### config.mk
export PLATFORM = sky130hd
export DESIGN_NAME = cp0_ctrl
export DESIGN_NICKNAME = d
export VERILOG_FILES = /design/src/rtl/cp0_pkg.sv /design/src/rtl/cp0_timer.sv /design/src/rtl/cp0_ctrl.sv
export SDC_FILE = /design/constraint.sdc
export NUM_CORES = 1
export LEC_CHECK = 0
export ABC_AREA = 1
export BUFFER_PORTS_ARGS = -buffer_cell sky130_fd_sc_hd__buf_2
export CORE_ASPECT_RATIO = 0.5
export CORE_MARGIN = 2
export CORE_UTILIZATION = 51
export DETAILED_ROUTE_END_ITERATION = 12
export PLACE_DENSITY = 0.78
export SYNTH_ARGS = -nofsm -noshare
export SYNTH_HDL_FRONTEND = slang
export SYNTH_HIERARCHICAL = 1
export SYNTH_SLANG_ARGS = --single-unit
### constraint.sdc
create_clock -name clk -period 2.2 [get_ports clk]
set_input_delay 0.33 -clock clk [delete_from_list [all_inputs] [get_ports clk]]
set_output_delay 0.33 -clock clk [all_outputs]
set_load 0.05 [all_outputs]
### src/rtl/cp0_pkg.sv
// cp0_pkg: CP0 register numbers, exception codes and SR/Cause bit positions
package cp0_pkg;
    localparam logic [4:0] REG_BADVADDR = 5'd8;
    localparam logic [4:0] REG_COUNT    = 5'd9;
    localparam logic [4:0] REG_COMPARE  = 5'd11;
    localparam logic [4:0] REG_SR       = 5'd12;
    localparam logic [4:0] REG_CAUSE    = 5'd13;
    localparam logic [4:0] REG_EPC      = 5'd14;
    localparam logic [4:0] REG_PRID     = 5'd15;

    localparam logic [4:0] EXC_INT  = 5'd0;
    localparam logic [4:0] EXC_ADEL = 5'd4;
    localparam logic [4:0] EXC_ADES = 5'd5;
    localparam logic [4:0] EXC_RI   = 5'd10;
    localparam logic [4:0] EXC_OV   = 5'd12;

    localparam int SR_IE     = 0;
    localparam int SR_EXL    = 1;
    localparam int SR_IM_LO  = 10;
    localparam int CAUSE_TI  = 30;
    localparam int CAUSE_BD  = 31;

    // IM[15:10], EXL and IE are the only storage bits in SR
    localparam logic [31:0] SR_MASK = 32'h0000_FC03;
endpackage

### src/rtl/cp0_timer.sv
// cp0_timer: Count/Compare timer with sticky TI
//   clk, reset     clock, async active-high reset
//   count_we       load Count from wdata instead of incrementing
//   compare_we     load Compare from wdata and clear TI
//   wdata          load data
//   count, compare registered values; ti sticky timer interrupt
module cp0_timer
    import cp0_pkg::*;
(
    input  logic        clk,
    input  logic        reset,
    input  logic        count_we,
    input  logic        compare_we,
    input  logic [31:0] wdata,
    output logic [31:0] count,
    output logic [31:0] compare,
    output logic        ti
);
    logic [31:0] count_q, count_d, compare_q, compare_d;
    logic        ti_q, ti_d;

    always_comb begin
        count_d   = count_we ? wdata : count_q + 32'd1;
        compare_d = compare_we ? wdata : compare_q;
        // a Compare write clears TI even when the match fires on the same edge
        ti_d      = !compare_we & (ti_q | (count_q == compare_q));
    end

    always_ff @(posedge clk or posedge reset) begin
        if (reset) begin
            count_q   <= 32'd0;
            compare_q <= 32'hFFFF_FFFF;
            ti_q      <= 1'b0;
        end else begin
            count_q   <= count_d;
            compare_q <= compare_d;
            ti_q      <= ti_d;
        end
    end

    assign count   = count_q;
    assign compare = compare_q;
    assign ti      = ti_q;
endmodule

### src/rtl/cp0_ctrl.sv
// cp0_ctrl: MIPS CP0 with SR/Cause/EPC/PRId/BadVAddr/Count/Compare and exception arbitration
//   clk, reset                  clock, async active-high reset
//   we, wr_addr, wdata          mtc0 write port
//   rd_addr, rdata              mfc0 read port (combinational, registered values)
//   pc, in_delay_slot           victim instruction in M
//   exc_code, bad_vaddr         synchronous exception code (0 = none) and faulting address
//   hw_int                      level-sensitive IRQ lines, line i -> Cause.IP[10+i]
//   eret                        eret in M
//   int_req                     take exception this cycle
//   epc                         eret return address (bypasses a same-cycle mtc0 EPC)
//   timer_irq                   Cause.TI
module cp0_ctrl
    import cp0_pkg::*;
#(
    parameter int          NUM_HWINT = 6,
    parameter bit          TIMER_EN  = 1'b1,
    parameter logic [31:0] PRID_VAL  = 32'h1998_0107
) (
    input  logic                 clk,
    input  logic                 reset,
    input  logic                 we,
    input  logic [4:0]           wr_addr,
    input  logic [31:0]          wdata,
    input  logic [4:0]           rd_addr,
    output logic [31:0]          rdata,
    input  logic [31:0]          pc,
    input  logic                 in_delay_slot,
    input  logic [4:0]           exc_code,
    input  logic [31:0]          bad_vaddr,
    input  logic [NUM_HWINT-1:0] hw_int,
    input  logic                 eret,
    output logic                 int_req,
    output logic [31:0]          epc,
    output logic                 timer_irq
);
    logic [31:0] sr_q, sr_d, epc_q, epc_d, bad_q, bad_d;
    logic [4:0]  code_q, code_d, taken_code;
    logic        bd_q, bd_d;
    logic [31:0] count, compare;
    logic        ti, int_term, wr_sr, wr_epc;
    logic [5:0]  ip;

    assign ip         = 6'(hw_int) | {ti, 5'b0};
    assign int_term   = (|(ip & sr_q[15:10])) & sr_q[SR_IE];
    assign int_req    = !reset & !sr_q[SR_EXL] & (int_term | (exc_code != EXC_INT));
    // an interrupt takes precedence over a coincident synchronous exception
    assign taken_code = int_term ? EXC_INT : exc_code;
    assign wr_sr      = we & (wr_addr == REG_SR);
    assign wr_epc     = we & (wr_addr == REG_EPC);
    assign epc        = wr_epc ? wdata : epc_q;
    assign timer_irq  = ti;

    generate
        if (TIMER_EN) begin : g_timer
            cp0_timer u_timer (
                .clk        (clk),
                .reset      (reset),
                .count_we   (we & (wr_addr == REG_COUNT) & !int_req),
                .compare_we (we & (wr_addr == REG_COMPARE) & !int_req),
                .wdata      (wdata),
                .count      (count),
                .compare    (compare),
                .ti         (ti)
            );
        end else begin : g_no_timer
            assign count   = 32'd0;
            assign compare = 32'd0;
            assign ti      = 1'b0;
        end
    endgenerate

    always_comb begin
        sr_d          = wr_sr ? (wdata & SR_MASK) : sr_q;
        sr_d[SR_EXL]  = sr_d[SR_EXL] & !eret;
        epc_d         = wr_epc ? wdata : epc_q;
        bd_d          = bd_q;
        code_d        = code_q;
        bad_d         = bad_q;
        // entry discards any coincident mtc0 and eret
        if (int_req) begin
            sr_d         = sr_q;
            sr_d[SR_EXL] = 1'b1;
            epc_d        = in_delay_slot ? pc - 32'd4 : pc;
            bd_d         = in_delay_slot;
            code_d       = taken_code;
            bad_d        = (taken_code == EXC_ADEL || taken_code == EXC_ADES) ? bad_vaddr : bad_q;
        end
    end

    always_ff @(posedge clk or posedge reset) begin
        if (reset) begin
            sr_q   <= 32'd0;
            epc_q  <= 32'd0;
            bad_q  <= 32'd0;
            code_q <= 5'd0;
            bd_q   <= 1'b0;
        end else begin
            sr_q   <= sr_d;
            epc_q  <= epc_d;
            bad_q  <= bad_d;
            code_q <= code_d;
            bd_q   <= bd_d;
        end
    end

    always_comb begin
        case (rd_addr)
            REG_SR:       rdata = sr_q;
            REG_CAUSE:    rdata = {bd_q, ti, 14'd0, ip, 3'd0, code_q, 2'd0};
            REG_EPC:      rdata = epc_q;
            REG_PRID:     rdata = PRID_VAL;
            REG_BADVADDR: rdata = bad_q;
            REG_COUNT:    rdata = count;
            REG_COMPARE:  rdata = compare;
            default:      rdata = 32'd0;
        endcase
    end
endmodule

# Word level (Yosys, flattened, before mapping)

Index checks and enable logic that the tools add are counted.

Register bits: 143
Input bits: 122
Word-level logic and storage cells: 59

Add/sub/neg operators: 2
Equality and inequality tests: 14
Multiplexer cells: 8
Bitwise gates (word level): 16
Reduce and logical (&&, ||, !) cells: 10

Operator list:

| cell                                                 | number |
|---|---|
| one-hot mux 32 bit (7 select lines)                  | 1 |
| 2-to-1 mux 32 bit                                    | 4 |
| equality test 5 x 4 -> 1 bit (second input constant) | 11 |
| adder 32 x 1 -> 32 bit (second input constant)       | 1 |
| equality test 32 bit                                 | 1 |
| subtractor 32 x 3 -> 32 bit (second input constant)  | 1 |
| bitwise AND 1 bit                                    | 11 |
| equality test 5 x 3 -> 1 bit (second input constant) | 2 |
| bitwise AND 6 bit                                    | 1 |
| bitwise OR 6 bit                                     | 1 |
| OR reduction 6 bit                                   | 1 |
| zero test 1 bit                                      | 5 |
| 2-to-1 mux 5 bit                                     | 1 |
| nonzero test 5 bit                                   | 1 |
| 2-to-1 mux 2 bit                                     | 2 |
| AND reduction 2 bit                                  | 2 |
| bitwise OR 1 bit                                     | 2 |
| logical OR 1 bit                                     | 1 |
| NOT 1 bit                                            | 1 |

# Logic depth before layout (Yosys ltp)

Depth in word-level cells: 10
Gate-level depth with buffers: 16

# Hierarchy

The synthesis kept the hierarchy.

Modules (own cells, without submodules):

| module    | instances | cells an instance | area an instance (µm²) | sequential area each (µm²) |
|---|---|---|---|---|
| cp0_ctrl  | 1         | 802               | 5332.6                 | 1951.9 |
| cp0_timer | 1         | 463               | 3751.1                 | 1666.6 |

# Worst setup path after synthesis

No wires, ideal clock.

Path type: register to register
From: register g_timer.u_timer.ti_q (netlist: g_timer.u_timer/ti)
To: register g_timer.u_timer.count_q[5] (netlist: g_timer.u_timer/count[5])
Library setup time: 0.119 ns
Arrival: 2.258 ns
Required time: 2.081 ns
Slack: -0.177 ns
Cell stages (with the launch flop): 16
Path buffers: 4
Clock period less this slack: 2.377 ns
Cell sequence: dfrtp_1 -> nor2_1 -> nor2_1 -> nor2_1 -> nand2_1 -> nand2_2 -> nand2_1 -> nand2_1 -> buf_6 -> buf_6 -> nand2_1 -> nor2_1 -> clkbuf_1 -> inv_1 -> buf_2 -> o21a_1

Cells in the longest elaborated chain, start to end: 9

RTL lines:

| what                           | RTL line        | RTL |
|---|---|---|
| from (decl)                    | cp0_timer.sv:20 | `logic ti_q, ti_d;` |
| from (signal assigned)         | cp0_timer.sv:37 | `ti_q <= ti_d;` |
| bitwise OR 6 bit               | cp0_ctrl.sv:43  | `assign ip = 6'(hw_int) \| {ti, 5'b0};` |
| bitwise AND 6 bit              | cp0_ctrl.sv:44  | `assign int_term = (\|(ip & sr_q[15:10])) & sr_q[SR_IE];` |
| OR reduction 6 bit             | cp0_ctrl.sv:44  |  |
| bitwise AND 1 bit              | cp0_ctrl.sv:44  |  |
| bitwise OR 1 bit               | cp0_ctrl.sv:45  | `assign int_req = !reset & !sr_q[SR_EXL] & (int_term \| (exc_code != EXC_INT));` |
| bitwise AND 1 bit              | cp0_ctrl.sv:45  |  |
| zero test 1 bit                | cp0_ctrl.sv:58  | `.count_we (we & (wr_addr == REG_COUNT) & !int_req),` |
| bitwise AND 1 bit              | cp0_ctrl.sv:58  |  |
| 2-to-1 mux 32 bit              | cp0_timer.sv:23 | `count_d = count_we ? wdata : count_q + 32'd1;` |
| via g_timer.u_timer.count_d[5] | cp0_timer.sv:19 | `logic [31:0] count_q, count_d, compare_q, compare_d;` |
| to (signal assigned)           | cp0_timer.sv:35 | `count_q <= count_d;` |
| to (decl)                      | cp0_timer.sv:19 |  |

The timed path passes the listed nets, and every way through them passes these cells.
A chain may end at the register's enable or synchronous reset.

# Worst setup path after layout

From: register g_timer.u_timer.ti_q (netlist: g_timer.u_timer/ti)
To: register g_timer.u_timer.count_q[4] (netlist: g_timer.u_timer/count[4])

Same word-level chain as after synthesis.

==> qor.yml <==
status:
  status: "completed"
sta:
  post-route-period-util_pct: 96.8
  tightest_slew_ps: 639
  rsz0062_at_grt: "no"
  max_freq_mhz: 470
  holdWs_ps: 67.1
  setup_viol: 0
  slew_headroom_pct: 57.3
  layout_setup_ws_ps: 70.4
  timing.setup.tns_ps: 0
  drv_slew: 0
  fin_crit_ps: 2130
  hold_violations: 0
  fin_skew_ps: 13.3
clocking:
  cts.sinks: 143
  clockBufferDepth: 2
  root_buffer: "clkbuf_16"
  cts_tree: "done"
  cts-buffers-inserted: 17
  clkTransAtPathRegs_ps: 70
  insertion_delay_ps: 430
  htreeDepth: 4
logic_synthesis:
  ys_top_cells_by_area: "dfrtp_1 31%, nand2_1 20%, dfstp_2 9.3%, nand3_1 7.5%, inv_1 4.0%"
  synth-seq-area-share_pct: 39.8
  synthFlopType: "dfrtp_1"
  syn_inst: 1265
  ys_ff_latch: 143
  synth_edf_count: 0
  synth_top_area_share_pct: 30.6
  netlist_area_um2: 9080
  yosysTopAreaCell: "dfrtp_1"
  syn_area_per_cell_um2: 7.18
  synth_cell_types: 46
  synth_warnings: 6
  syn-num-nets: 1389
  async_flop_share_pct: 100
place:
  pre_cts_ws_ps: 70.4
  routabilityCongestion: 0.991
  dp_hpwl_um: 26100
  port_buffers: 187
die:
  die_y_um: 98.4
  initial_core_util_pct: 52.2
  io_pins: 188
  num_rows: 34
  dieArea_um2: 19000
  core_um2: 17400
  dieWidth_um: 193
critical_path:
  worstPathArrival_ps: 2420
  crit_required_ps: 2490
  path_cells: "nor2_2, nor2_1, nor2_1, nand2_1, nand2_4, nand2_1, nand2_2, nand2_1, nor2_2, buf_12, a21oi_1, o21ai_0, nand2_1"
  critPathLaunchType: "flip-flop"
  cp_slowest_stage_delay_ps: 430
  crit_fanout: 41
  worst-setup-path-type: "reg2reg"
  endpoint_kind: "flip-flop"
  crit_top_cell: "nand2_1"
  crit_path_top_delay_cell: "dfrtp_2"
grt:
  grt_pass1_vias: 8824
  overflow: 0
  grt_pass1_wl_um: 51800
  grt_max_degree: 79
  grt_use_total_pct: 37.1
  antenna_found_initial: 2
final_layout:
  nFillCells: 1574
  final_common_cell: "nand2_1"
  area_growth_syn_to_layout_pct: 23.3
  layout_common_cells: "486 x nand2_1, 184 x buf_2, 137 x nand3_1"
  nNetsFinal: 1586
  layout-drive-gt1-share_pct: 24.4
detailed_routing:
  firstDrtPassIters: 8
  wire_per_inst_um: 20.5
  via_per_inst: 5.70
  routed_wl_um: 35100
  routed-via-count: 9748
  initialDrtViolationCount: 1103
  drtAntennaViolNets: 0
  route.detailed.drc: 0
pwr:
  irDropWorstVdd_mv: 0.643
  power.density_nw_per_um2: 938
  p_leak_nw: 5.67
worst_hold_path:
  hold_path_class: "in2async"
flow_run:
  max_cap_violations: 0
path summary, 6_finish.rpt:
path | slack [ps] | to | cells after the start | from
setup / recovery | 70 | g_timer.u_timer/count[4]$_DFF_PP0_ | 13 | g_timer.u_timer/ti$_DFF_PP0_
hold / removal | 70 | g_timer.u_timer/count[15]$_DFF_PP0_ | 2 | reset
setup reg to reg | 70 | g_timer.u_timer/count[4]$_DFF_PP0_ | 13 | g_timer.u_timer/ti$_DFF_PP0_
hold reg to reg | 470 | bad_q[31]$_DFFE_PP0P_ | 2 | bad_q[31]$_DFFE_PP0P_
max in group asynchronous | 1470 | g_timer.u_timer/compare[9]$_DFFE_PP1P_ | 3 | reset
min in group clk | 130 | bad_q[7]$_DFFE_PP0P_ | 3 | bad_vaddr[7]
state kept, by name (all words and copies together) (netlist names):
register                 flops
g_timer.u_timer/count       32
code_q                       5
g_timer.u_timer/ti           1
epc_q                       32
bad_q                       32
g_timer.u_timer/compare     32
bd_q                         1
sr_q                         8
logic make-up (layout without fill, tap and decap cells):
kind of cell	Yosys count	after routing	share of synthesized area (%)
adder cells (fa/ha/maj)	2	2	0.275
other	0	2	0
buffers and inverters	153	363	7.51
flip-flops	143	143	39.8
multiplexers	22	22	2.73
XOR/XNOR	54	54	5.21
AO/OA/AOI/OAI	120	120	7.74
AND/OR/NAND/NOR	771	771	36.7
cells in the mapped netlist, drive strengths merged (2+ instances only):
cell     count
a221oi       5
or2          3
o21bai       3
dfrtp      111
nor3        14
inv        101
xor2        22
dfstp       32
nand2      495
clkbuf      20
clkinv       2
o21ai       65
a21oi       22
ha           2
buf         30
a22oi       19
nor2        95
nand4       18
and2         2
mux2        22
nand3      143
xnor2       32
o2111ai      2
through the flow:
step | cells | power (mW) | cell area, um2 | utilization (%)
final | 1711 | 10.5 | 11200 | 64.4
after CTS | 1701 | 10.4 | 11000 | 63.5
after global routing | 1709 | 11.0 | 11200 | 64.3
after floorplan | 1265 | 6.22 | 9090 | -
after global placement | 1669 | 7.16 | 10400 | 59.8
after detailed placement | 1669 | 7.25 | 10400 | 59.8
worst max-delay path: cells and delay by family (launching register included):
family / cells / cell delay (ps)
AOI/OAI and AO/OA: 2 / 200
buffers and inverters: 1 / 250
DFF: 1 / 430
and+or+nand+nor: 10 / 1100
per-layer routing:
layer,GRT usage (%),share of wire (%),vias up
met5,0,0.037,-
li1,-,-,4465
met3,11.3,13,59
met4,5.17,1.4,2
met2,51.0,41,570
met1,57.8,45,4652
power by group:
| group | internal [mW] | switching [mW] |
|---|---|---|
| Clock | 1.97 | 1.18 |
| Combinational | 1.06 | 2.15 |
| Sequential | 3.38 | 0.757 |
final cells by class:
type / instances / area (um2) / area share, %
repair buffers: 228 / 1450 / 12.9
well taps: 234 / 293 / 2.61
clock inverters: 9 / 159 / 1.42
multi-input cells: 969 / 4820 / 43.0
flip-flops and latches: 143 / 3620 / 32.3
inverters: 103 / 390 / 3.49
diodes: 2 / 5.00 / 0.0447
clock buffers: 23 / 468 / 4.18
what timing repair did:
action,CTS,global route
setup buffers,0,4
hold buffers,0,0
cloned,0,4
resized for setup,2,6
pin swaps,0,3
endpoints found under the setup margin,1,64
Note: power is estimated with default switching activity, not from simulation.
